File: src/rtl/adc_arbiter_if.sv
// adc_arbiter_if: conversion-engine bus between the arbiter and the AD7265.
// master = arbiter side, slave = engine side.
interface adc_arbiter_if;
    logic        adc_req;
    logic [2:0]  adc_addr;
    logic        adc_rdy;
    logic [11:0] adc_data_a;
    logic [11:0] adc_data_b;

    modport master (
        output adc_req,
        output adc_addr,
        input  adc_rdy,
        input  adc_data_a,
        input  adc_data_b
    );

    modport slave (
        input  adc_req,
        input  adc_addr,
        output adc_rdy,
        output adc_data_a,
        output adc_data_b
    );
endinterface

File: src/rtl/adc_arbiter.sv
// adc_arbiter: round-robin scheduler sharing one AD7265 engine.
// Define ADC_ARB_TIMEOUT_EN to enable the adc_rdy watchdog.
module adc_arbiter #(
    parameter int N_REQ   = 4,
    parameter int TIMEOUT = 255
) (
    input  logic               clock,
    input  logic               reset_n,
    input  logic [N_REQ-1:0]   req,
    input  logic [4*N_REQ-1:0] sel,
    output logic [N_REQ-1:0]   gnt,
    output logic [N_REQ-1:0]   done,
    output logic               err,
    output logic [11:0]        data,
    output logic               busy,
    adc_arbiter_if.master      adc
);
    localparam int PW = $clog2(N_REQ);

    typedef enum logic [2:0] {
        S_IDLE,
        S_ISSUE,
        S_GUARD,
        S_WAIT,
        S_DONE
    } state_t;

    state_t           r_state;
    logic [PW-1:0]    r_ptr;
    logic [PW-1:0]    r_cur;
    logic [3:0]       r_cur_sel;
    logic [N_REQ-1:0] r_gnt;
    logic [N_REQ-1:0] r_done;
    logic             r_err;
    logic [11:0]      r_data;
    logic             r_busy;
    logic [2:0]       r_addr;

    logic             w_found;
    logic [PW-1:0]    w_win;
    logic [PW-1:0]    w_idx;
    logic [3:0]       w_sel;
    logic             w_bad;

`ifdef ADC_ARB_TIMEOUT_EN
    localparam logic [7:0] TO = 8'(TIMEOUT);
    logic [7:0] r_cnt;
`else
    logic w_unused_to;
    assign w_unused_to = (TIMEOUT != 0);
`endif

    // first pending requester at or after the pointer, wrapping
    always_comb begin
        w_found = 1'b0;
        w_win   = '0;
        w_idx   = '0;
        for (int k = 0; k < N_REQ; k++) begin
            w_idx = PW'((int'(r_ptr) + k) % N_REQ);
            if (!w_found && req[w_idx]) begin
                w_found = 1'b1;
                w_win   = w_idx;
            end
        end
    end

    assign w_sel = sel[{w_win, 2'b00} +: 4];

    // mux addresses 0 and 7 never produce a conversion
    assign w_bad = (r_cur_sel[2:0] == 3'd0)
                || (r_cur_sel[2:0] == 3'd7);

    assign adc.adc_req  = (r_state == S_ISSUE)
                       && !w_bad && adc.adc_rdy;
    assign adc.adc_addr = r_addr;

    assign gnt  = r_gnt;
    assign done = r_done;
    assign err  = r_err;
    assign data = r_data;
    assign busy = r_busy;

    always_ff @(posedge clock) begin
        if (!reset_n) begin
            r_state   <= S_IDLE;
            r_ptr     <= '0;
            r_cur     <= '0;
            r_cur_sel <= '0;
            r_gnt     <= '0;
            r_done    <= '0;
            r_err     <= 1'b0;
            r_data    <= '0;
            r_busy    <= 1'b0;
            r_addr    <= '0;
`ifdef ADC_ARB_TIMEOUT_EN
            r_cnt     <= '0;
`endif
        end else begin
            unique case (r_state)
                S_IDLE: begin
                    if (w_found) begin
                        r_cur     <= w_win;
                        r_cur_sel <= w_sel;
                        r_addr    <= w_sel[2:0];
                        r_gnt     <= N_REQ'(1) << w_win;
                        r_busy    <= 1'b1;
                        r_state   <= S_ISSUE;
                    end
                end
                S_ISSUE: begin
                    if (w_bad) begin
                        r_err   <= 1'b1;
                        r_data  <= '0;
                        r_done  <= r_gnt;
                        r_state <= S_DONE;
                    end else if (adc.adc_rdy) begin
`ifdef ADC_ARB_TIMEOUT_EN
                        r_cnt   <= '0;
`endif
                        r_state <= S_GUARD;
                    end
                end
                S_GUARD: begin
`ifdef ADC_ARB_TIMEOUT_EN
                    r_cnt   <= r_cnt + 8'd1;
`endif
                    r_state <= S_WAIT;
                end
                S_WAIT: begin
                    if (adc.adc_rdy) begin
                        r_data  <= r_cur_sel[3]
                                 ? adc.adc_data_b
                                 : adc.adc_data_a;
                        r_err   <= 1'b0;
                        r_done  <= r_gnt;
                        r_state <= S_DONE;
                    end
`ifdef ADC_ARB_TIMEOUT_EN
                    else if (r_cnt == TO) begin
                        r_data  <= '0;
                        r_err   <= 1'b1;
                        r_done  <= r_gnt;
                        r_state <= S_DONE;
                    end else begin
                        r_cnt   <= r_cnt + 8'd1;
                    end
`endif
                end
                S_DONE: begin
                    r_done  <= '0;
                    r_gnt   <= '0;
                    r_busy  <= 1'b0;
                    r_ptr   <= (r_cur == PW'(N_REQ - 1))
                             ? '0 : r_cur + 1'b1;
                    r_state <= S_IDLE;
                end
                default: r_state <= S_IDLE;
            endcase
        end
    end
endmodule

File: src/flat_wrapper.sv
// flat-port wrapper written by rule: the top's interface ports become plain ports
module adc_arbiter_flat 
#(
    parameter int N_REQ   = 4,
    parameter int TIMEOUT = 255
)
  (clock, reset_n, req, sel, gnt, done, err, data, busy, adc_adc_req, adc_adc_addr, adc_adc_rdy, adc_adc_data_a, adc_adc_data_b);
  adc_arbiter_if adc_i ();
  input  logic clock;
  input  logic reset_n;
  input  logic [N_REQ-1:0] req;
  input  logic [4*N_REQ-1:0] sel;
  output logic [N_REQ-1:0] gnt;
  output logic [N_REQ-1:0] done;
  output logic err;
  output logic [11:0] data;
  output logic busy;
  output wire logic [$bits(adc_i.adc_req)-1:0] adc_adc_req;
  output wire logic [$bits(adc_i.adc_addr)-1:0] adc_adc_addr;
  input wire logic [$bits(adc_i.adc_rdy)-1:0] adc_adc_rdy;
  input wire logic [$bits(adc_i.adc_data_a)-1:0] adc_adc_data_a;
  input wire logic [$bits(adc_i.adc_data_b)-1:0] adc_adc_data_b;
  assign adc_adc_req = adc_i.adc_req;
  assign adc_adc_addr = adc_i.adc_addr;
  assign adc_i.adc_rdy = adc_adc_rdy;
  assign adc_i.adc_data_a = adc_adc_data_a;
  assign adc_i.adc_data_b = adc_adc_data_b;
  adc_arbiter #(.N_REQ(N_REQ), .TIMEOUT(TIMEOUT)) u_core (.clock(clock), .reset_n(reset_n), .req(req), .sel(sel), .gnt(gnt), .done(done), .err(err), .data(data), .busy(busy), .adc(adc_i));
endmodule
File: config.mk
export PLATFORM = sky130hd
export DESIGN_NAME = adc_arbiter_flat
export DESIGN_NICKNAME = d
export VERILOG_FILES = /design/src/rtl/adc_arbiter_if.sv /design/src/rtl/adc_arbiter.sv /design/src/flat_wrapper.sv
export SDC_FILE = /design/constraint.sdc
export NUM_CORES = 1
export LEC_CHECK = 0
export ABC_AREA = 1
export ABC_CLOCK_PERIOD_IN_PS = 1900
export BUFFER_PORTS_ARGS = -buffer_cell sky130_fd_sc_hd__buf_2
export CAP_MARGIN = 5
export CORE_MARGIN = 2
export CORE_UTILIZATION = 33
export DETAILED_ROUTE_END_ITERATION = 6
export GPL_TIMING_DRIVEN = 0
export PLACE_DENSITY = 0.53
export SKIP_LAST_GASP = 1
export SLEW_MARGIN = 20
export SYNTH_ARGS = -nofsm -noshare
export SYNTH_HDL_FRONTEND = slang
export SYNTH_SLANG_ARGS = --single-unit
File: constraint.sdc
create_clock -name clock -period 1.9 [get_ports clock]
set_input_delay 0 -clock clock [delete_from_list [all_inputs] [get_ports clock]]
set_output_delay 0 -clock clock [all_outputs]
set_load 0.1 [all_outputs]
# After elaboration in Yosys (flattened, before gate mapping)
# Index checks and enable logic that the tools add are counted.
# word_totals
reg_bits	36
latch_bits	0
mem_bits_rw	0
input_bits	47
elab_cells	86
mem_bits_ro	0
n_memories	0
# classes
add_sub_neg	4
mux	36
n_div	0
mul	0
magnitude_cmp	4
n_eq_ne	10
reduce_logical	20
bitwise	0
shift	2
# op_table
op	n
2-to-1 mux 12 bit	3
one-hot mux 12 bit (2 select lines)	1
indexed part select 16 x 5 -> 4 bit	1
< comparator 2 x 3 -> 1 bit (second input constant)	4
2-to-1 mux 3 bit	4
2-to-1 mux 4 bit	3
one-hot mux 3 bit (4 select lines)	1
one-hot mux 4 bit (3 select lines)	1
2-to-1 mux 1 bit	11
2-to-1 mux 2 bit	5
AND reduction 3 bit	3
binary-select mux 1 bit (select 2 bit)	4
one-hot mux 4 bit (2 select lines)	1
equality test 3 x 2 -> 1 bit (second input constant)	2
equality test 3 bit (second input constant)	2
logical NOT 3 bit	2
logical AND 1 bit	5
adder 2 x 1 -> 2 bit (second input constant)	2
adder 2 bit (second input constant)	2
logical NOT 1 bit	4
inequality test 2 x 1 -> 1 bit (second input constant)	2
one-hot mux 1 bit (2 select lines)	2
AND reduction 2 bit	2
nonzero test 2 bit	2
other kinds (7)	7

# Longest topological paths before layout
# Gate-level depths: netlist of the first run.
# depth
depth_word	15
mapped_depth	15
mapped_depth_nobuf	14

# Worst setup path before layout of the first run
# OpenSTA, ideal clock, no wires.
# synth_path
path_type	register to output
start	reg u_core.r_state[0]
end	out adc_adc_req
required_time_ns	1.900
path_buffers	0
stages_incl_launch_ff	5
slack_ns	-0.819
arrival_ns	2.719
cell_sequence	dfxtp_1 inv_1 nor2_1 inv_1 nor3_1
# synth_via
elab_chain_len	3
# synth_rtl
element	line_no	text
start, declared	adc_arbiter.sv:28	state_t r_state;
start signal, assigned	adc_arbiter.sv:85	r_state <= S_IDLE;
start signal, assigned	adc_arbiter.sv:107	r_state <= S_ISSUE;
start signal, assigned	adc_arbiter.sv:115	r_state <= S_DONE;
equality test 3 x 1 -> 1 bit	adc_arbiter.sv:73	assign adc.adc_req = (r_state == S_ISSUE)
logical AND 1 bit (2 in series)	adc_arbiter.sv:74	&& !w_bad && adc.adc_rdy;
end, declared	flat_wrapper.sv:18	output wire logic [$bits(adc_i.adc_req)-1:0] adc_adc_req;
# No other way between the ends.

# Worst setup path after layout of the first run
# layout_path
start	reg u_core.r_ptr[0]
end	reg u_core.r_cur_sel[3]
# layout_via
elab_chain_len	13
word_cells_on_any_way	27
classes_between	3 x add/sub; 1 x shift; 16 x mux; 7 x reduce/logical
# layout_rtl
element	line_no	text
start, declared	adc_arbiter.sv:29	logic [PW-1:0] r_ptr;
start signal, assigned	adc_arbiter.sv:153	r_ptr <= (r_cur == PW'(N_REQ - 1))
branches (longest 13 deep; another with adder 2 x 1 -> 2 bit)	n/a	
end signal, assigned	adc_arbiter.sv:103	r_cur_sel <= w_sel;
end, declared	adc_arbiter.sv:31	logic [3:0] r_cur_sel;
# Parallel ways; which one is timed is not known. The select of a mux whose other input is x is not followed.
# A chain may end at the register's enable or synchronous reset.

==> results of run 1 <==
-- worst reg2reg max path: cells and delay by family, from the launching register on --
family / cells / cell delay (ns)
AND/OR/NAND/NOR: 10 / 1.05
flip-flops: 1 / 0.33
buffers and inverters: 3 / 0.28
-- cells by family after synthesis --
| logic type | Yosys count |
|---|---|
| adders and majority gates | 1 |
| and+or+nand+nor | 157 |
| DFF | 33 |
| muxes | 12 |
| buffers and inverters | 43 |
| AOI/OAI and AO/OA | 37 |
-- registers in the layout (all words and copies together) (netlist names) --
register / count
u_core.r_ptr: 2
u_core.r_cur_sel: 4
u_core.r_cur: 2
u_core.err: 1
u_core.gnt: 4
u_core.done: 4
u_core.data: 12
u_core.busy: 1
u_core.r_state: 3
-- cell type report --
class                   instances  area share, %
clock buffers                   7           3.66
inverters                      29           4.23
clock inverters                 1          0.190
plain buffers                  14           3.42
flip-flops and latches         33           25.2
multi-input cells             208           44.5
repair buffers                 77           15.2
well taps                      75           3.56
-- report_power, final --
group,total (uW),switching (uW),internal (uW)
clock,584,257,327
sequential,986,131,856
combinational,2670,1870,794
total,4240,2260,1980
-- per-stage QoR --
step           utilization (%)  area, um2  total power (uW)  instances
2_1_floorplan                -       1970              3050        283
5_1_grt                   45.0       2630              4550        444
6_report                  45.0       2630              4240        444
3_5_place_dp              41.4       2420              3500        429
3_3_place_gp              41.4       2420              3490        429
4_1_cts                   43.2       2520              4090        437
-- layout by cell type, fill, tap and decap left out, types with 2 or more instances in the layout --
master	n
nand2_1	70
nor3_1	5
nor3_2	2
clkbuf_1	4
nor2_1	21
nand2_4	2
buf_4	9
nand3b_1	12
clkbuf_8	7
inv_2	3
a21oi_1	22
buf_2	74
dfxtp_2	2
inv_1	24
nand3_4	2
nand3_1	22
buf_6	3
nand2_2	7
o21ai_1	5
o21ai_0	5
nor2_4	4
dfxtp_1	31
nor2_2	5
nand3_2	4
mux2_2	12
-- worst max path at each step --
stage | startpoint | to | slack [ns] | cells past startpoint
floorplan | u_core.r_state[0] | adc_adc_req | 0.04 | 4
global placement | u_core.r_ptr[0] | u_core.r_cur_sel[3] | 0.04 | 14
detailed placement | u_core.r_state[0] | u_core.data[8] | 0.04 | 9
CTS | u_core.r_state[0] | u_core.data[8] | 0.02 | 9
global route | u_core.r_ptr[0] | u_core.r_cur_sel[2] | 0.02 | 14
finish | u_core.r_ptr[0] | u_core.r_cur_sel[3] | 0.15 | 13
-- per-layer routing --
metal  share of wire [%]  routed length (um)  global-route usage [%]
met4                0.86                  44                    5.08
met5                   0                   0                       0
met2                  44                2250                    25.0
met1                  48                2470                    21.6
met3                 6.7                 344                    4.33
-- what timing repair did --
action	4_1_cts	5_1_grt
hold endpoints to repair	0	0
setup endpoints to repair	0	26
buffers inserted	0	6
resized for setup	0	18
==> results.yml, run 1 <==
yosys:
  syn-num-nets: 331
  synth-compound-area-share_pct: 10.2
  synthDistinctLibCells: 33
  synth.most_common_cell: "nand2_1"
  async_reset_ff_share_pct: 0
  synth_cells: 283
  synth_area_mm2: 0.00197
  yosys_warnings: 0
  yosys.area_share.adder_pct: 0.635
  synth_edf_count: 0
  yosys.area_share.simple_pct: 38.6
  synth_top_family_by_area: "simple AND/OR/NAND/NOR gates"
  synth_largest_area_cell: "dfxtp_1"
  synth_flop_cell: "dfxtp_1"
  synth_common_cells: "nand2_1 (74), dfxtp_1 (33), nand3_1 (25)"
  syn_avg_cell_area_um2: 6.96
  synthMuxAreaShare_pct: 6.86
  synthTopCellsByArea: "dfxtp_1 (34%), nand2_1 (14%), mux2_2 (6.9%), nand3_1 (6.4%), a21oi_1 (5.6%)"
  seq_area_frac_synth_pct: 33.5
  synth-seq-cells: 33
  netlist.area_leader.share_pct: 33.5
  synth-xor-area-share_pct: 0
clocking:
  clockRootBuffer: "clkbuf_8"
  cts_buffers: 5
  insertion_delay_ns: 0.28
  cts_buffer_depth: 2
  clk_pin_slew_ns: 0.07
  cts_tree: "done"
  h-tree-depth: 2
  ctsHoldBuffers: 0
  clock_sinks: 33
floorplanning:
  core_area_mm2: 0.00585
  die_h_um: 81.3
  pin_count: 73
  die_w_um: 81.3
  row_count: 28
  die_area_mm2: 0.00660
  initial_core_util_pct: 33.7
setup_path:
  crit_path_max_incr_delay_ns: 0.33
  path_delay_family: "simple AND/OR/NAND/NOR gates"
  r2r_setup_slack_ns: 0.15
  reg2reg_depth: 13
  path_class: "flop to flop"
  critPathBufInv: 3
  reg2reg_to: "u_core.r_cur_sel[3]"
  start_kind: "flop"
  arrival_ns: 1.93
  cp_cell_sequence: "inv_2, buf_6, nand2_1, nand3_1, nand2_2, inv_1, nand3_1, nand3_4, nand2_1, nand3_1, nand2_1, nor2_2, nor2_1"
  end_kind: "flop"
  cp_max_fo: 10
  worst_path_max_delay_cell: "dfxtp_2"
  timing.rr.start: "u_core.r_ptr[0]"
  critPathRequiredTime_ns: 2.08
run:
  maxCapViolations: 0
routing:
  routedWlPerCell_um: 11.5
  first_pass_iters: 4
  routed_via_density: 4.70
  via_count: 2085
  drc: 0
  detail-route-antenna-nets: 0
  wl_um: 5120
  drt-initial-drc-count: 89
timing:
  worst_pin_slew_ns: 0.582
  setup_viol: 0
  fmax_mhz: 571
  slew-limit-headroom_pct: 61.2
  slew_viol_final: 0
  fin_setup_tns_ns: 0
  clock_skew_ns: 0.00321
  hold_ws_ns: 0.0364
  setup_ws_ns: 0.149
  hold_viol_final: 0
  period_share_pct: 92.2
  final.min_clock_period_ns: 1.75
  rsz0062_at_grt: "false"
finish:
  nNetsFinal: 416
  multi_input_area_mm2: 0.00117
  regArea_um2: 663
  diodes: 0
  syn_to_final_growth_pct: 33.7
  n_fill_cell: 623
  layout-drive-gt1-share_pct: 37.9
pwr:
  power_density_mw_per_mm2: 1610
  vdd_drop_max_v: 0.000856
  leakagePower_uw: 0.00129
placement:
  place.gp.congestion: 0.807
  dp_hpwl_um: 3830
  dp_slack_ns: 0.0377
  numPortBuffers: 71
hold_path:
  hp-class: "input pin to flop"
  hp-start: "sel[13]"
  min_path_cells: 5
  min_to: "u_core.r_cur_sel[1]"
global_route:
  antenna_found_initial: 0
  first_global_vias: 1874
  groute.usage.overall_pct: 16.1
  grt_overflow_total: 0
  grt_max_degree: 11
  grt_pass1_wl_um: 8340
status:
  status: "completed"
(Power assumes the default switching activity.)
==> run 2, diff against run 1 <==
--- a/config.mk
+++ b/config.mk
@@ -9,6 +9,7 @@
 export ABC_CLOCK_PERIOD_IN_PS = 1900
 export BUFFER_PORTS_ARGS = -buffer_cell sky130_fd_sc_hd__buf_2
 export CAP_MARGIN = 5
+export CORE_ASPECT_RATIO = 0.9
 export CORE_MARGIN = 2
 export CORE_UTILIZATION = 33
 export DETAILED_ROUTE_END_ITERATION = 6
==> run 2 against run 1 <==
Maximum frequency is 0.44% lower. Utilization is 0.087 points higher. Clock skew is 0.0048 ns higher. Die area hardly changed. Largest power group unchanged.
==> results.yml, run 2 (synthesis gave the netlist of run 1 again) <==
routing:
  routedWlPerCell_um: 11.7
  drc: 0
  drt-initial-drc-count: 73
  detail-route-antenna-nets: 0
  wl_um: 5070
  routed_via_density: 4.77
  via_count: 2069
  first_pass_iters: 4
timing:
  slew-limit-headroom_pct: 65.0
  setup_viol: 0
  clock_skew_ns: 0.00801
  worst_pin_slew_ns: 0.525
  fmax_mhz: 569
  hold_ws_ns: 0.0317
  period_share_pct: 92.6
  slew_viol_final: 0
  fin_setup_tns_ns: 0
  final.min_clock_period_ns: 1.76
  setup_ws_ns: 0.141
  hold_viol_final: 0
floorplanning:
  initial_core_util_pct: 34.4
  die_w_um: 85.4
  row_count: 26
  pin_count: 73
  die_h_um: 77.3
  die_area_mm2: 0.00660
  core_area_mm2: 0.00573
clocking:
  clockRootBuffer: "clkbuf_8"
  clock_sinks: 33
  cts_buffer_depth: 2
  insertion_delay_ns: 0.29
  cts_buffers: 5
  clk_pin_slew_ns: 0.07
  cts_tree: "done"
  ctsHoldBuffers: 0
  h-tree-depth: 2
global_route:
  antenna_found_initial: 0
  grt_max_degree: 11
  grt_overflow_total: 0
  groute.usage.overall_pct: 15.7
  grt_pass1_wl_um: 8430
  first_global_vias: 1888
setup_path:
  worst_path_max_delay_cell: "dfxtp_2"
  arrival_ns: 1.94
  crit_top_cell: "nand2_1"
  r2r_setup_slack_ns: 0.14
  path_class: "flop to flop"
  start_kind: "flop"
  cp_cell_sequence: "inv_2, buf_6, nand2_1, nand2_1, nand2_1, nand2_2, nor2_4, nand3_4, nand2_4, inv_4, buf_6, a22oi_2, nor2_1"
  cp_max_fo: 10
  end_kind: "flop"
  critPathRequiredTime_ns: 2.08
  crit_path_max_incr_delay_ns: 0.34
finish:
  diodes: 0
  syn_to_final_growth_pct: 31.1
  final_common_cell: "buf_2"
  largest_reg_flops: 12
  final_cell_mix: "buf_2 (72), nand2_1 (70), dfxtp_1 (31), inv_1 (24), nor2_1 (23)"
  nNetsFinal: 412
  layout-drive-gt1-share_pct: 36.3
pwr:
  power_density_mw_per_mm2: 1590
  power.internal_uw: 1890
  p_sw_uw: 2220
  leakagePower_uw: 0.00127
  swShare_pct: 54.0
  p_total_uw: 4110
  pwr-share-clk_pct: 12.9
  vdd_drop_max_v: 0.00118
  p_comb_share_pct: 63.1
  power_frac_seq_pct: 24.0
placement:
  dp_slack_ns: 0.0272
  numPortBuffers: 71
  dp_hpwl_um: 3890
  place.gp.congestion: 0.874
status:
  status: "completed"
hold_path:
  hp-class: "input pin to flop"
run:
  maxCapViolations: 0
[run 2: changes by cell type in the layout (fill, tap and decap cells not counted), sizes merged]
cell,change
buf,-5
clkbuf,+1
clkinv,-1
[run 2: worst paths after layout]
kind         cells past startpoint             from                  end
min                              5          sel[14]  u_core.r_cur_sel[2]
max                             13  u_core.r_ptr[0]        u_core.gnt[1]
min reg2reg                      2   u_core.data[8]       u_core.data[8]
max reg2reg                     13  u_core.r_ptr[0]        u_core.gnt[1]
[run 2: repair_timing]
action                     CTS  global route
setup endpoints to repair    0            24
setup buffers                0             2
resized for setup            0            19
[run 2: cell type report]
cell class / count / area (um2)
plain buffers: 14 / 95.1
clock buffers: 7 / 86.3
fillers: 596 / 3140
inverters: 29 / 111
multi-input cells: 208 / 1170
flip-flops and latches: 33 / 663
well taps: 70 / 87.6
repair buffers: 73 / 370
[run 2: critical path: cells and delay by family (launching register included)]
kind            cells  cell delay [ns]
flops               1             0.34
compound gates      1             0.14
buf+inv             4             0.37
simple gates        8             0.79
[run 2: through the flow]
step	instances	util, %	instance area (um2)
global route	434	45.1	2580
finish	434	45.1	2580
detailed placement	424	42.2	2420
global placement	424	42.2	2420
CTS	431	43.7	2500
floorplan	283	-	1970
[run 2: power by group through the flow]
stage | logic (uW) | registers (uW) | clock network (uW)
global route | 2840 | 1010 | 572
CTS | 2500 | 983 | 544
floorplan | 1490 | 1560 | 0
detailed placement | 2500 | 998 | 0
finish | 2590 | 985 | 531
global placement | 2480 | 994 | 0
[run 2: per-layer routing]
layer,vias up,part of all wire (%),global-route usage (%)
met2,48,44,23.9
met5,-,0,0
met4,0,1.1,5.08
met1,925,50,21.9
li1,1089,-,-
met3,7,5.2,3.66
==> run 3, diff against run 2 <==
--- a/config.mk
+++ b/config.mk
@@ -7,7 +7,7 @@
 export LEC_CHECK = 0
 export ABC_AREA = 1
 export ABC_CLOCK_PERIOD_IN_PS = 1900
-export BUFFER_PORTS_ARGS = -buffer_cell sky130_fd_sc_hd__buf_2
+export BUFFER_PORTS_ARGS = -buffer_cell sky130_fd_sc_hd__buf_4
 export CAP_MARGIN = 5
 export CORE_ASPECT_RATIO = 0.9
 export CORE_MARGIN = 2
==> run 3 against run 2 <==
Clock skew down 0.0018 ns. Maximum frequency up 1.6%. Worst hold slack lost 0.011 ns. Clock-buffer cell count did not move. Register-to-register slack better by 0.03 ns. Utilization increased by 3.4 points. Combinational power grew 4%. Critical path type unchanged.
==> results.yml, run 3 (synthesis gave the netlist of run 1 again) <==
finish:
  layout.core_utilization_pct: 48.5
  final_cell_mix: "buf_4 (74), nand2_1 (70), dfxtp_1 (32), inv_1 (24), nand3_1 (24)"
  layout-drive-gt1-share_pct: 35.7
  nNetsFinal: 411
  multi_input_area_mm2: 0.00116
  syn_to_final_growth_pct: 40.9
  final_common_cell: "buf_4"
  diodes: 0
  n_fill_cell: 586
  stdcell_count: 434
  largest_reg_flops: 12
  regArea_um2: 662
  post-route-cell-area_mm2: 0.00278
routing:
  via_count: 2024
  routed_via_density: 4.66
  drt-initial-drc-count: 68
  first_pass_iters: 4
  met3_length_um: 234
  wl_um: 5150
  routed.top_layer: "met4"
  m1WireLength_um: 2610
  detail-route-antenna-nets: 0
  wl_met2_um: 2260
  routedWlPerCell_um: 11.9
  drc: 0
floorplanning:
  die_h_um: 77.3
  die_area_mm2: 0.00660
  die_w_um: 85.4
  row_count: 26
  initial_core_util_pct: 34.4
  core_area_mm2: 0.00573
  pin_count: 73
clocking:
  clk_pin_slew_ns: 0.07
  ctsHoldBuffers: 0
  cts_buffers: 5
  cts_buffer_depth: 2
  h-tree-depth: 2
  cts_tree: "done"
  insertion_delay_ns: 0.29
  clock_sinks: 33
  clockRootBuffer: "clkbuf_8"
setup_path:
  path_class: "flop to flop"
  crit_top_cell: "nand2_1"
  start_kind: "flop"
  arrival_ns: 1.92
  cp_max_fo: 10
  worst_path_max_delay_cell: "dfxtp_1"
  crit_path_max_incr_delay_ns: 0.36
  end_kind: "flop"
  critPathRequiredTime_ns: 2.08
  cp_cell_sequence: "inv_2, buf_6, nand2_1, nand2_1, nand2_1, nand2_2, nor2_4, nand3_4, nand2_4, inv_4, buf_6, a22oi_2, nor2_1"
global_route:
  antenna_found_initial: 0
  grt_pass1_wl_um: 8580
  groute.usage.overall_pct: 16.1
  grt_overflow_total: 0
  grt_max_degree: 11
  first_global_vias: 1821
pwr:
  power_density_mw_per_mm2: 1530
  vdd_drop_max_v: 0.00130
  leakagePower_uw: 0.00132
timing:
  fin_setup_tns_ns: 0
  fmax_mhz: 578
  setup_viol: 0
  final.min_clock_period_ns: 1.73
  worst_pin_slew_ns: 0.558
  clock_skew_ns: 0.00619
  slew-limit-headroom_pct: 62.8
  period_share_pct: 91.1
  slew_viol_final: 0
  hold_viol_final: 0
placement:
  place_inst: 424
  place_area_mm2: 0.00259
  dp_hpwl_um: 3890
  numPortBuffers: 71
  place.gp.congestion: 0.823
status:
  status: "completed"
run:
  maxCapViolations: 0
hold_path:
  hp-class: "input pin to flop"
## run 3: cell types whose count changed in the layout (fill, tap and decap cells not counted), moves of 2 or more
cell / before / now
nand3_2: 4 / 2
buf_2: 72 / 0
buf_4: 6 / 74
nand3_1: 22 / 24
clkbuf_4: 1 / 3
## run 3: power breakdown
group	switching [uW]	leakage, uW	internal [uW]	total [uW]
combinational	1850	0.000994	843	2690
clock	254	0.0000542	327	581
sequential	126	0.000270	855	980
total	2230	0.00132	2030	4260
## run 3: cell type report
cell class                 instances  area share (%)
multi-input combinational        208            41.9
inverter                          29            4.01
timing repair buffer              72            19.9
clock buffer                       7            3.47
tap                               70            3.16
buffer                            14            3.52
clock inverter                     1           0.180
sequential                        33            23.9
## run 3: what timing repair did
item	4_1_cts	5_1_grt
setup endpoints to repair	0	23
gates resized for setup	0	17
setup buffers	0	1
## run 3: through the flow
step	power [uW]	hold WS (ns)	setup slack (ns)
finish	4260	0.0211	0.168
floorplan	3050	0.211	0.0426
CTS	4190	0.0160	0.0325
global placement	3580	0.314	0.0498
detailed placement	3590	0.316	0.0322
global route	4570	0.0471	-0.0173
## run 3: path summary, 6_finish.rpt
kind / cells after the start / startpoint / end / slack, ns
setup / recovery: 13 / u_core.r_ptr[0] / u_core.gnt[1] / 0.17
setup reg to reg: 13 / u_core.r_ptr[0] / u_core.gnt[1] / 0.17
hold / removal: 5 / sel[14] / u_core.r_cur_sel[2] / 0.02
hold reg to reg: 2 / u_core.err / u_core.err / 0.46
## run 3: layer usage
metal | up-vias | track usage [%]
met4 | 0 | 4.76
li1 | 1079 | -
met1 | 900 | 22.9
met3 | 6 | 4.41
met5 | - | 0
met2 | 39 | 23.8
## run 3: critical path, delay by kind of cell, from the launching register on
family	cells	cell delay (ns)
compound gates	1	0.15
buf+inv	4	0.38
flops	1	0.36
simple gates	8	0.72
